**config.mk**
```make
export PLATFORM = sky130hd
export DESIGN_NAME = wb_logic_feeder
export DESIGN_NICKNAME = d
export VERILOG_FILES = /design/src/rtl/wb_logic_pkg.sv /design/src/rtl/wb_logic_regs.sv /design/src/rtl/wb_logic_feeder.sv
export SDC_FILE = /design/constraint.sdc
export NUM_CORES = 1
export LEC_CHECK = 0
export CAP_MARGIN = 20
export CELL_PAD_IN_SITES_DETAIL_PLACEMENT = 0
export CELL_PAD_IN_SITES_GLOBAL_PLACEMENT = 1
export CORE_UTILIZATION = 35
export DETAILED_ROUTE_END_ITERATION = 8
export GPL_TIMING_DRIVEN = 0
export PLACE_DENSITY = 0.83
export SLEW_MARGIN = 20
export SYNTH_ARGS = -nofsm -noshare
export SYNTH_HDL_FRONTEND = slang
export SYNTH_HIERARCHICAL = 1
export SYNTH_SLANG_ARGS = --single-unit
```
**constraint.sdc**
```tcl
create_clock -name clk -period 5 [get_ports clk]
set_clock_uncertainty 0.1 [all_clocks]
set_input_delay 0.75 -clock clk [delete_from_list [all_inputs] [get_ports clk]]
set_output_delay 0.75 -clock clk [all_outputs]
set_load 0.01 [all_outputs]
```
**src/rtl/wb_logic_pkg.sv**
```systemverilog
// Shared definitions for the Wishbone-fed logic block: register map,
// sequencing FSM states and STATUS/CTRL bit layout.
package wb_logic_pkg;

    localparam logic [4:0] ADR_OP_C   = 5'h00;
    localparam logic [4:0] ADR_OP_D   = 5'h04;
    localparam logic [4:0] ADR_CTRL   = 5'h08;
    localparam logic [4:0] ADR_STATUS = 5'h0C;
    localparam logic [4:0] ADR_RES_A  = 5'h10;
    localparam logic [4:0] ADR_RES_B  = 5'h14;

    localparam int STAT_BUSY_BIT  = 0;
    localparam int STAT_DONE_BIT  = 1;
    localparam int CTRL_START_BIT = 0;

    typedef enum logic [1:0] {
        ST_IDLE  = 2'd0,
        ST_ISSUE = 2'd1,
        ST_WAIT  = 2'd2,
        ST_DONE  = 2'd3
    } fsm_state_e;

    typedef enum logic [2:0] {
        REG_OP_C   = 3'd0,
        REG_OP_D   = 3'd1,
        REG_CTRL   = 3'd2,
        REG_STATUS = 3'd3,
        REG_RES_A  = 3'd4,
        REG_RES_B  = 3'd5,
        REG_NONE   = 3'd6
    } reg_sel_e;

    // Full 5-bit compare, so unaligned byte addresses fall out as unmapped.
    function automatic reg_sel_e decode_addr(input logic [4:0] adr);
        reg_sel_e sel;
        case (adr)
            ADR_OP_C:   sel = REG_OP_C;
            ADR_OP_D:   sel = REG_OP_D;
            ADR_CTRL:   sel = REG_CTRL;
            ADR_STATUS: sel = REG_STATUS;
            ADR_RES_A:  sel = REG_RES_A;
            ADR_RES_B:  sel = REG_RES_B;
            default:    sel = REG_NONE;
        endcase
        return sel;
    endfunction

endpackage

```
**src/rtl/wb_logic_regs.sv**
```systemverilog
// Wishbone classic register front end for the logic feeder: address decode,
// one-cycle ack/err responses, read mux and the operand registers.
module wb_logic_regs
    import wb_logic_pkg::*;
#(
    parameter int WIDTH = 8
) (
    input  logic             clk,
    input  logic             rst,
    input  logic             wb_cyc_i,
    input  logic             wb_stb_i,
    input  logic             wb_we_i,
    input  logic [4:0]       wb_adr_i,
    input  logic [31:0]      wb_dat_i,
    output logic [31:0]      wb_dat_o,
    output logic             wb_ack_o,
    output logic             wb_err_o,
    input  logic             busy,
    input  logic             done,
    input  logic [WIDTH-1:0] res_a,
    input  logic [WIDTH-1:0] res_b,
    output logic [WIDTH-1:0] op_c,
    output logic [WIDTH-1:0] op_d,
    output logic             start
);

    // Handshake: a request is cyc&stb sampled on a rising edge; it is answered
    // by exactly one ack or err pulse in the following cycle, and the cycle that
    // carries a response is never itself taken as a new request.
    logic        resp_now;
    logic        req;
    reg_sel_e    sel;
    logic        reject;
    logic        wr_ok;
    logic        rd_ok;
    logic [31:0] rdata;
    logic        unused_dat;

    assign resp_now   = wb_ack_o | wb_err_o;
    assign req        = wb_cyc_i & wb_stb_i & ~resp_now;
    assign sel        = decode_addr(wb_adr_i);
    assign wr_ok      = req & wb_we_i & ~reject;
    assign rd_ok      = req & ~wb_we_i & ~reject;
    assign start      = wr_ok & (sel == REG_CTRL) & wb_dat_i[CTRL_START_BIT];
    assign unused_dat = ^wb_dat_i;

    always_comb begin
        reject = 1'b0;
        case (sel)
            REG_OP_C, REG_OP_D, REG_CTRL:     reject = wb_we_i & busy;
            REG_STATUS, REG_RES_A, REG_RES_B: reject = wb_we_i;
            default:                          reject = 1'b1;
        endcase
    end

    // CTRL is write-only and reads back as zero.
    always_comb begin
        rdata = '0;
        case (sel)
            REG_OP_C:  rdata[WIDTH-1:0] = op_c;
            REG_OP_D:  rdata[WIDTH-1:0] = op_d;
            REG_STATUS: begin
                rdata[STAT_BUSY_BIT] = busy;
                rdata[STAT_DONE_BIT] = done;
            end
            REG_RES_A: rdata[WIDTH-1:0] = res_a;
            REG_RES_B: rdata[WIDTH-1:0] = res_b;
            default:   rdata = '0;
        endcase
    end

    always_ff @(posedge clk) begin
        if (rst) begin
            wb_ack_o <= 1'b0;
            wb_err_o <= 1'b0;
            wb_dat_o <= '0;
            op_c     <= '0;
            op_d     <= '0;
        end else begin
            wb_ack_o <= req & ~reject;
            wb_err_o <= req & reject;
            wb_dat_o <= rd_ok ? rdata : '0;
            if (wr_ok && sel == REG_OP_C) begin
                op_c <= wb_dat_i[WIDTH-1:0];
            end
            if (wr_ok && sel == REG_OP_D) begin
                op_d <= wb_dat_i[WIDTH-1:0];
            end
        end
    end

endmodule

```
**src/rtl/wb_logic_feeder.sv**
```systemverilog
// Feeds two operands to an external AND/OR stage of fixed latency and
// captures its results, controlled through a Wishbone classic register file.
module wb_logic_feeder
    import wb_logic_pkg::*;
#(
    parameter int WIDTH = 8,
    parameter int LAT   = 1
) (
    input  logic             clk,
    input  logic             rst,
    input  logic             wb_cyc_i,
    input  logic             wb_stb_i,
    input  logic             wb_we_i,
    input  logic [4:0]       wb_adr_i,
    input  logic [31:0]      wb_dat_i,
    output logic [31:0]      wb_dat_o,
    output logic             wb_ack_o,
    output logic             wb_err_o,
    output logic [WIDTH-1:0] c_o,
    output logic [WIDTH-1:0] d_o,
    output logic             issue_o,
    input  logic [WIDTH-1:0] a_i,
    input  logic [WIDTH-1:0] b_i,
    output logic [1:0]       dbg_state
);

    localparam logic [3:0] LAT_CNT = 4'(LAT);

    fsm_state_e       state_q;
    fsm_state_e       state_d;
    logic [3:0]       cnt_q;
    logic [3:0]       cnt_d;
    logic             capture;
    logic             start;
    logic             busy;
    logic             done_q;
    logic [WIDTH-1:0] op_c;
    logic [WIDTH-1:0] op_d;
    logic [WIDTH-1:0] c_q;
    logic [WIDTH-1:0] d_q;
    logic [WIDTH-1:0] res_a_q;
    logic [WIDTH-1:0] res_b_q;

    wb_logic_regs #(
        .WIDTH(WIDTH)
    ) u_regs (
        .clk      (clk),
        .rst      (rst),
        .wb_cyc_i (wb_cyc_i),
        .wb_stb_i (wb_stb_i),
        .wb_we_i  (wb_we_i),
        .wb_adr_i (wb_adr_i),
        .wb_dat_i (wb_dat_i),
        .wb_dat_o (wb_dat_o),
        .wb_ack_o (wb_ack_o),
        .wb_err_o (wb_err_o),
        .busy     (busy),
        .done     (done_q),
        .res_a    (res_a_q),
        .res_b    (res_b_q),
        .op_c     (op_c),
        .op_d     (op_d),
        .start    (start)
    );

    assign busy      = (state_q == ST_ISSUE) || (state_q == ST_WAIT);
    assign issue_o   = (state_q == ST_ISSUE);
    assign c_o       = c_q;
    assign d_o       = d_q;
    assign dbg_state = state_q;

    // The counter holds LAT during ISSUE and hits zero in the cycle that is
    // LAT cycles after issue_o, which is when the results are sampled.
    always_comb begin
        state_d = state_q;
        cnt_d   = cnt_q;
        capture = 1'b0;
        case (state_q)
            ST_IDLE: begin
                if (start) begin
                    state_d = ST_ISSUE;
                    cnt_d   = LAT_CNT;
                end
            end
            ST_ISSUE: begin
                state_d = ST_WAIT;
                cnt_d   = cnt_q - 4'd1;
            end
            ST_WAIT: begin
                if (cnt_q == 4'd0) begin
                    capture = 1'b1;
                    state_d = ST_DONE;
                end else begin
                    cnt_d = cnt_q - 4'd1;
                end
            end
            ST_DONE: begin
                // A start accepted in the DONE cycle must not be lost.
                if (start) begin
                    state_d = ST_ISSUE;
                    cnt_d   = LAT_CNT;
                end else begin
                    state_d = ST_IDLE;
                end
            end
            default: begin
                state_d = ST_IDLE;
                cnt_d   = '0;
            end
        endcase
    end

    always_ff @(posedge clk) begin
        if (rst) begin
            state_q <= ST_IDLE;
            cnt_q   <= '0;
            done_q  <= 1'b0;
            c_q     <= '0;
            d_q     <= '0;
            res_a_q <= '0;
            res_b_q <= '0;
        end else begin
            state_q <= state_d;
            cnt_q   <= cnt_d;
            if (start) begin
                c_q    <= op_c;
                d_q    <= op_d;
                done_q <= 1'b0;
            end
            if (capture) begin
                res_a_q <= a_i;
                res_b_q <= b_i;
                done_q  <= 1'b1;
            end
        end
    end

endmodule

```
Word-level counts from Yosys, hierarchy flattened
Cells that the tools add are included.

storage, ports and cells
  ROM bits = 0
  memories kept = 0
  memory bits (writable) = 0
  latch bits = 0
  register bits = 89
  bits of input ports = 58

operators by class
  equal/unequal tests = 17
  mux-type cells = 15
  shift operators = 0
  $mul = 0
  order comparisons = 0
  bitwise logic cells = 16
  div/mod/pow operators = 0
  add/subtract/negate cells = 1
  reductions and logical operators = 14

operator list
  cell                                                                 count
  6-bit case mux with 4 select lines                                   1
  3-bit case mux with 6 select lines                                   1
  4-bit case mux with 3 select lines                                   1
  1-bit bitwise AND                                                    11
  5-bit by 4-bit == test with 1-bit output (second input constant)     2
  5-bit == test (second input constant)                                2
  2-bit case mux with 5 select lines                                   1
  4-bit 2-to-1 mux                                                     2
  2-bit case mux with 4 select lines                                   1
  3-bit by 2-bit == test with 1-bit output (second input constant)     2
  3-bit == test (second input constant)                                2
  3-bit OR reduction                                                   2
  5-bit by 3-bit == test with 1-bit output (second input constant)     1
  5-bit zero test                                                      1
  1-bit 2-to-1 mux                                                     5
  2-bit == test (second input constant)                                2
  4-bit zero test                                                      1
  2-bit 2-to-1 mux                                                     2
  2-bit by 1-bit != test with 1-bit output (second input constant)     2
  2-bit != test (second input constant)                                2
  1-bit inverter                                                       4
  2-bit AND reduction                                                  2
  2-bit OR reduction                                                   2
  4-bit by 1-bit subtractor with 4-bit output (second input constant)  1
  other kinds (9)                                                      10

Longest topological paths before layout
  word-level depth = 11
  depth in mapped cells = 9

Hierarchy
The synthesis kept the hierarchy.

by module, submodules not included
  module           area each (µm²)  cells an instance  seq. area each (µm²)  instances
  wb_logic_feeder  1,546.5          169                780.7                 1
  wb_logic_regs    1,505.2          148                520.5                 1

Least setup slack after synthesis
Ideal clock, no wire load.

  kind = register to register
  start point = register state_q[0] (netlist: dbg_state[0])
  end point = register d_q[4] (netlist: d_o[4])
  required time = 4.772 ns
  slack = 2.451 ns
  buffers on the path = 2
  arrival = 2.321 ns
  cell stages (with the launch flop) = 9
  cells stage by stage = dfxtp_1 -> inv_1 -> ha_1 -> or2b_1 -> nor4_1 -> buf_2 -> buf_2 -> mux2i_1 -> nor2_1

between the ends
  longest elaborated chain between the ends = 8
  elaborated cells on any way between the ends = 9
  classes of those cells = eq/ne: 2; mux: 1; bitwise: 5; reduce/logical: 1

ends and longest elaborated chain
  element                                                                           line                    RTL
  from (decl)                                                                       wb_logic_feeder.sv:29   fsm_state_e state_q;
  from (signal assigned)                                                            wb_logic_feeder.sv:123  state_q <= state_d;
  2-bit by 1-bit == test with 1-bit output / 2-bit == test (equally long branches)  wb_logic_feeder.sv:66   assign busy = (state_q == ST_ISSUE) || (state_q == ST_WAIT);
  1-bit logical OR (*)                                                              wb_logic_feeder.sv:66
  net busy                                                                          wb_logic_feeder.sv:35   logic busy;
  1-bit bitwise AND (*)                                                             wb_logic_regs.sv:50     REG_OP_C, REG_OP_D, REG_CTRL: reject = wb_we_i & busy;
  1-bit case mux with 2 select lines (*)                                            wb_logic_regs.sv:49     case (sel)
  1-bit inverter (*)                                                                wb_logic_regs.sv:42     assign wr_ok = req & wb_we_i & ~reject;
  1-bit bitwise AND (*)                                                             wb_logic_regs.sv:42
  1-bit bitwise AND (*) (2 in series)                                               wb_logic_regs.sv:44     assign start = wr_ok & (sel == REG_CTRL) & wb_dat_i[CTRL_START_BIT];
  net start                                                                         wb_logic_feeder.sv:34   logic start;
  to (signal assigned)                                                              wb_logic_feeder.sv:127  d_q <= op_d;
  to (decl)                                                                         wb_logic_feeder.sv:40   logic [WIDTH-1:0] d_q;

The timed path passes the listed nets; every way through them passes the cells marked *.
A chain may end at the register's enable or synchronous reset.

Worst setup path after layout
  start point = input wb_adr_i[4]
  end point = register c_q[4] (netlist: c_o[4])

between the ends
  longest elaborated chain between the ends = 9
  elaborated cells on any way between the ends = 20
  classes of those cells = eq/ne: 10; mux: 2; bitwise: 4; reduce/logical: 4

ends and longest elaborated chain
  element                                                                 line                    RTL
  from (decl)                                                             wb_logic_feeder.sv:14   input logic [4:0] wb_adr_i,
  5-bit == test, or another cell as far along                             wb_logic_pkg.sv:36      case (adr)
  3-bit case mux with 6 select lines (*)                                  wb_logic_pkg.sv:36
  3-bit by 2-bit == test with 1-bit output, or another cell as far along  wb_logic_regs.sv:49
  3-bit OR reduction                                                      wb_logic_regs.sv:49
  1-bit case mux with 2 select lines                                      wb_logic_regs.sv:49
  1-bit inverter                                                          wb_logic_regs.sv:42
  1-bit bitwise AND                                                       wb_logic_regs.sv:42
  1-bit bitwise AND (*) (2 in series)                                     wb_logic_regs.sv:44
  net start                                                               wb_logic_feeder.sv:34
  to (signal assigned)                                                    wb_logic_feeder.sv:126  c_q <= op_c;
  to (decl)                                                               wb_logic_feeder.sv:39   logic [WIDTH-1:0] c_q;

Marks and branches as above.

==> results.md <==
* Hold Violations, Final at 0
* Num ports at 111
* Synth cell count leaders: dfxtp_1, mux2i_1, nand2_1, nand2b_1, buf_4
* Mapped cell area at 0.00305 sq mm
* Drt drc at 0
* Switching Fraction at 0.246
* N_diodes at 0
* Logic pwr share at 0.114
* Synth area leaders: dfxtp_1, mux2i_1, buf_4
* FFs w/ async S/R, synth at 0
* Post-CTS Resized at 0
* Fin Setup TNS at 0 ns
* Routed vias/inst at 4.72
* Antenna-violating nets left at 0
* Clock power frac at 0.427
* Synth warnings at 6
* H-tree lvl count at 3
* Number of global-route vias before repair at 2380
* Pre-CTS WS at 1.25 ns
* Reg2reg start: dbg_state[0]$_SDFFE_PP0P_
* Die Footprint at 0.00910 sq mm
* Tot Pwr at 1.16 mW
* Top-count cell post-synth: dfxtp_1
* Slew @ Worst Pin at 0.885 ns
* Via Count at 2461
* CP endpoint kind: flip-flop
* Per-cell routed wire length at 14.3 um
* Layout cells sized above 1 at 0.144
* WHS at 0.358 ns
* CTS tree: done
* Cells after synthesis at 317
* Seq cells post-synth at 65
* Worst Path Class, Setup: in -> reg
* Final net count at 476
* Core Area at 0.00834 sq mm
* CP Launch Type: input pin
* Post-synthesis sequential area ratio at 0.426
* Crit Path Max Fanout at 10
* Total Wirelength at 7.46 mm
* R2R Setup Slk at 1.86 ns
* Primary FF master, synth: dfxtp_1
* Leak at 1.57 nW
* Required @ worst endpoint at 5.11 ns
* Total CTS buffers at 9
* Distinct cells, synth at 44
* Post-synth EDFFs at 0
* Setup violators final at 0
* DRT iter0 DRCs at 105
* Starting Density at 0.366
* Post-DP HPWL at 5.51 mm
* Grt total ovfl at 0
* Post-CTS setup buffers at 0
* Area leader, netlist: dfxtp_1
* Max_slew headroom at 0.406
* Worst-path clk slew at 0.08 ns
* # port buffers at 60
* Top-area cell type share of the netlist area at 0.426
* Final Cycle Share at 0.681
* CTS Hold Bufs at 0
* MaxCap Viol Count at 0
* Clock sinks at 65
* Max Slew Vio Count at 0
* Initial antenna violation count at 0
* Total GRT Usage at 0.177
* Minimum clock period at 3.41 ns
* Die Wd at 95.4 um
* Syn Area/Cell at 9.63 sq um
* Hold crit path type: reg -> reg
* Die Ht at 95.4 um
* Largest net degree at the start of global routing at 13
* FMAX at 294 MHz
* CTS root buffer: clkbuf_8
* Reg2reg end: c_o[4]$_SDFFE_PP0P_
* Max Root-Sink Buffers at 2
* Cell Int Power at 0.873 mW
* R2R cell count at 8
* # rows at 33
* Global-route wire length before repair at 12.0 mm
* Psw at 0.285 mW
* DR pass1 iterations at 4
* Worst path arrival time at 3.52 ns
* RSZ-0062 raised after global routing: no
* Pwr dens at 283 mW/mm^2
* Worst vdd ir at 0.000135 V
* Seq pwr share at 0.458
* Status: finished, final reports clean
* Slack of the critical path at 1.59 ns
* Area growth from synthesis to layout at 34.0%
* Critical path launch point: wb_adr_i[4]
* Clock latency on the worst-skew pair at 0.34 ns
* Gpl congestion at 0.798
* Crit path to: c_o[4]$_SDFFE_PP0P_
[layer usage]
layer	part of all wire	track usage
met5	0	0
met4	0.027	0.0808
met3	0.044	0.0311
met2	0.48	0.289
met1	0.45	0.227
[worst min-delay path by stage]
stage / startpoint / end / slack [ns] / cells after the start
final: res_b_q[4]$_SDFFE_PP0P_ / res_b_q[4]$_SDFFE_PP0P_ / 0.36 / 2
after global routing: res_b_q[4]$_SDFFE_PP0P_ / res_b_q[4]$_SDFFE_PP0P_ / 0.38 / 2
after CTS: res_b_q[1]$_SDFFE_PP0P_ / res_b_q[1]$_SDFFE_PP0P_ / 0.36 / 2
after detailed placement: res_b_q[1]$_SDFFE_PP0P_ / res_b_q[1]$_SDFFE_PP0P_ / 0.35 / 2
after global placement: res_b_q[6]$_SDFFE_PP0P_ / res_b_q[6]$_SDFFE_PP0P_ / 0.34 / 2
after floorplan: res_a_q[5]$_SDFFE_PP0P_ / res_a_q[5]$_SDFFE_PP0P_ / 0.33 / 2
[registers in the layout, indices dropped and copies added (netlist names)]
register and flops:
c_o 8, d_o 8, res_a_q 8, res_b_q 8, u_regs/op_c 8, u_regs/op_d 8, u_regs/wb_dat_o 8, cnt_q 4
dbg_state 2, done_q 1, u_regs/wb_ack_o 1, u_regs/wb_err_o 1
[worst max-delay path, stage by stage]
cell	delay, ns
clkdlybuf4s50_1	0.60
or3_1	0.43
buf_2	0.16
nor4_1	0.47
buf_2	0.40
buf_2	0.39
mux2i_1	0.26
nor2_1	0.05
[cell type report]
| type | instances | area [sq um] |
|---|---|---|
| repair buffers | 60 | 601 |
| plain buffers | 42 | 274 |
| inverters | 5 | 18.8 |
| fillers | 809 | 4250 |
| clock inverters | 7 | 95.1 |
| well taps | 105 | 131 |
| clock buffers | 9 | 124 |
| flip-flops and latches | 65 | 1300 |
| multi-input cells | 228 | 1540 |
[logic make-up after synthesis]
family / share of synthesized area
and+or+nand+nor: 0.209
adders and majority gates: 0.0287
buffers and inverters: 0.0959
muxes: 0.162
AOI/OAI and AO/OA: 0.0771
other: 0.00123
DFF: 0.426
[placed cells by master (no fill, tap or decap), types with 7 or more instances in the layout]
cell / count
clkbuf_1: 8
mux2i_1: 35
conb_1: 24
clkdlybuf4s50_1: 60
ha_1: 7
dfxtp_1: 65
nor2b_1: 10
nor2_1: 23
clkbuf_8: 9
nand2b_1: 26
a21oi_1: 23
nand2_1: 34
buf_4: 25
[power by group through the flow]
| stage | Sequential (mW) | Clock (mW) | Combinational [mW] |
|---|---|---|---|
| 2_1_floorplan | 0.541 | 0 | 0.0820 |
| 3_3_place_gp | 0.542 | 0 | 0.129 |
| 3_5_place_dp | 0.542 | 0 | 0.131 |
| 4_1_cts | 0.530 | 0.502 | 0.132 |
| 5_1_grt | 0.532 | 0.531 | 0.145 |
| 6_report | 0.531 | 0.494 | 0.132 |
[metrics by stage]
step	instance area, sq um	cells	util
floorplan	3140	340	-
global placement	3870	505	0.464
detailed placement	3870	505	0.464
CTS	4090	521	0.490
global route	4090	521	0.490
finish	4090	521	0.490
Note: power is estimated with default switching activity, not from simulation.
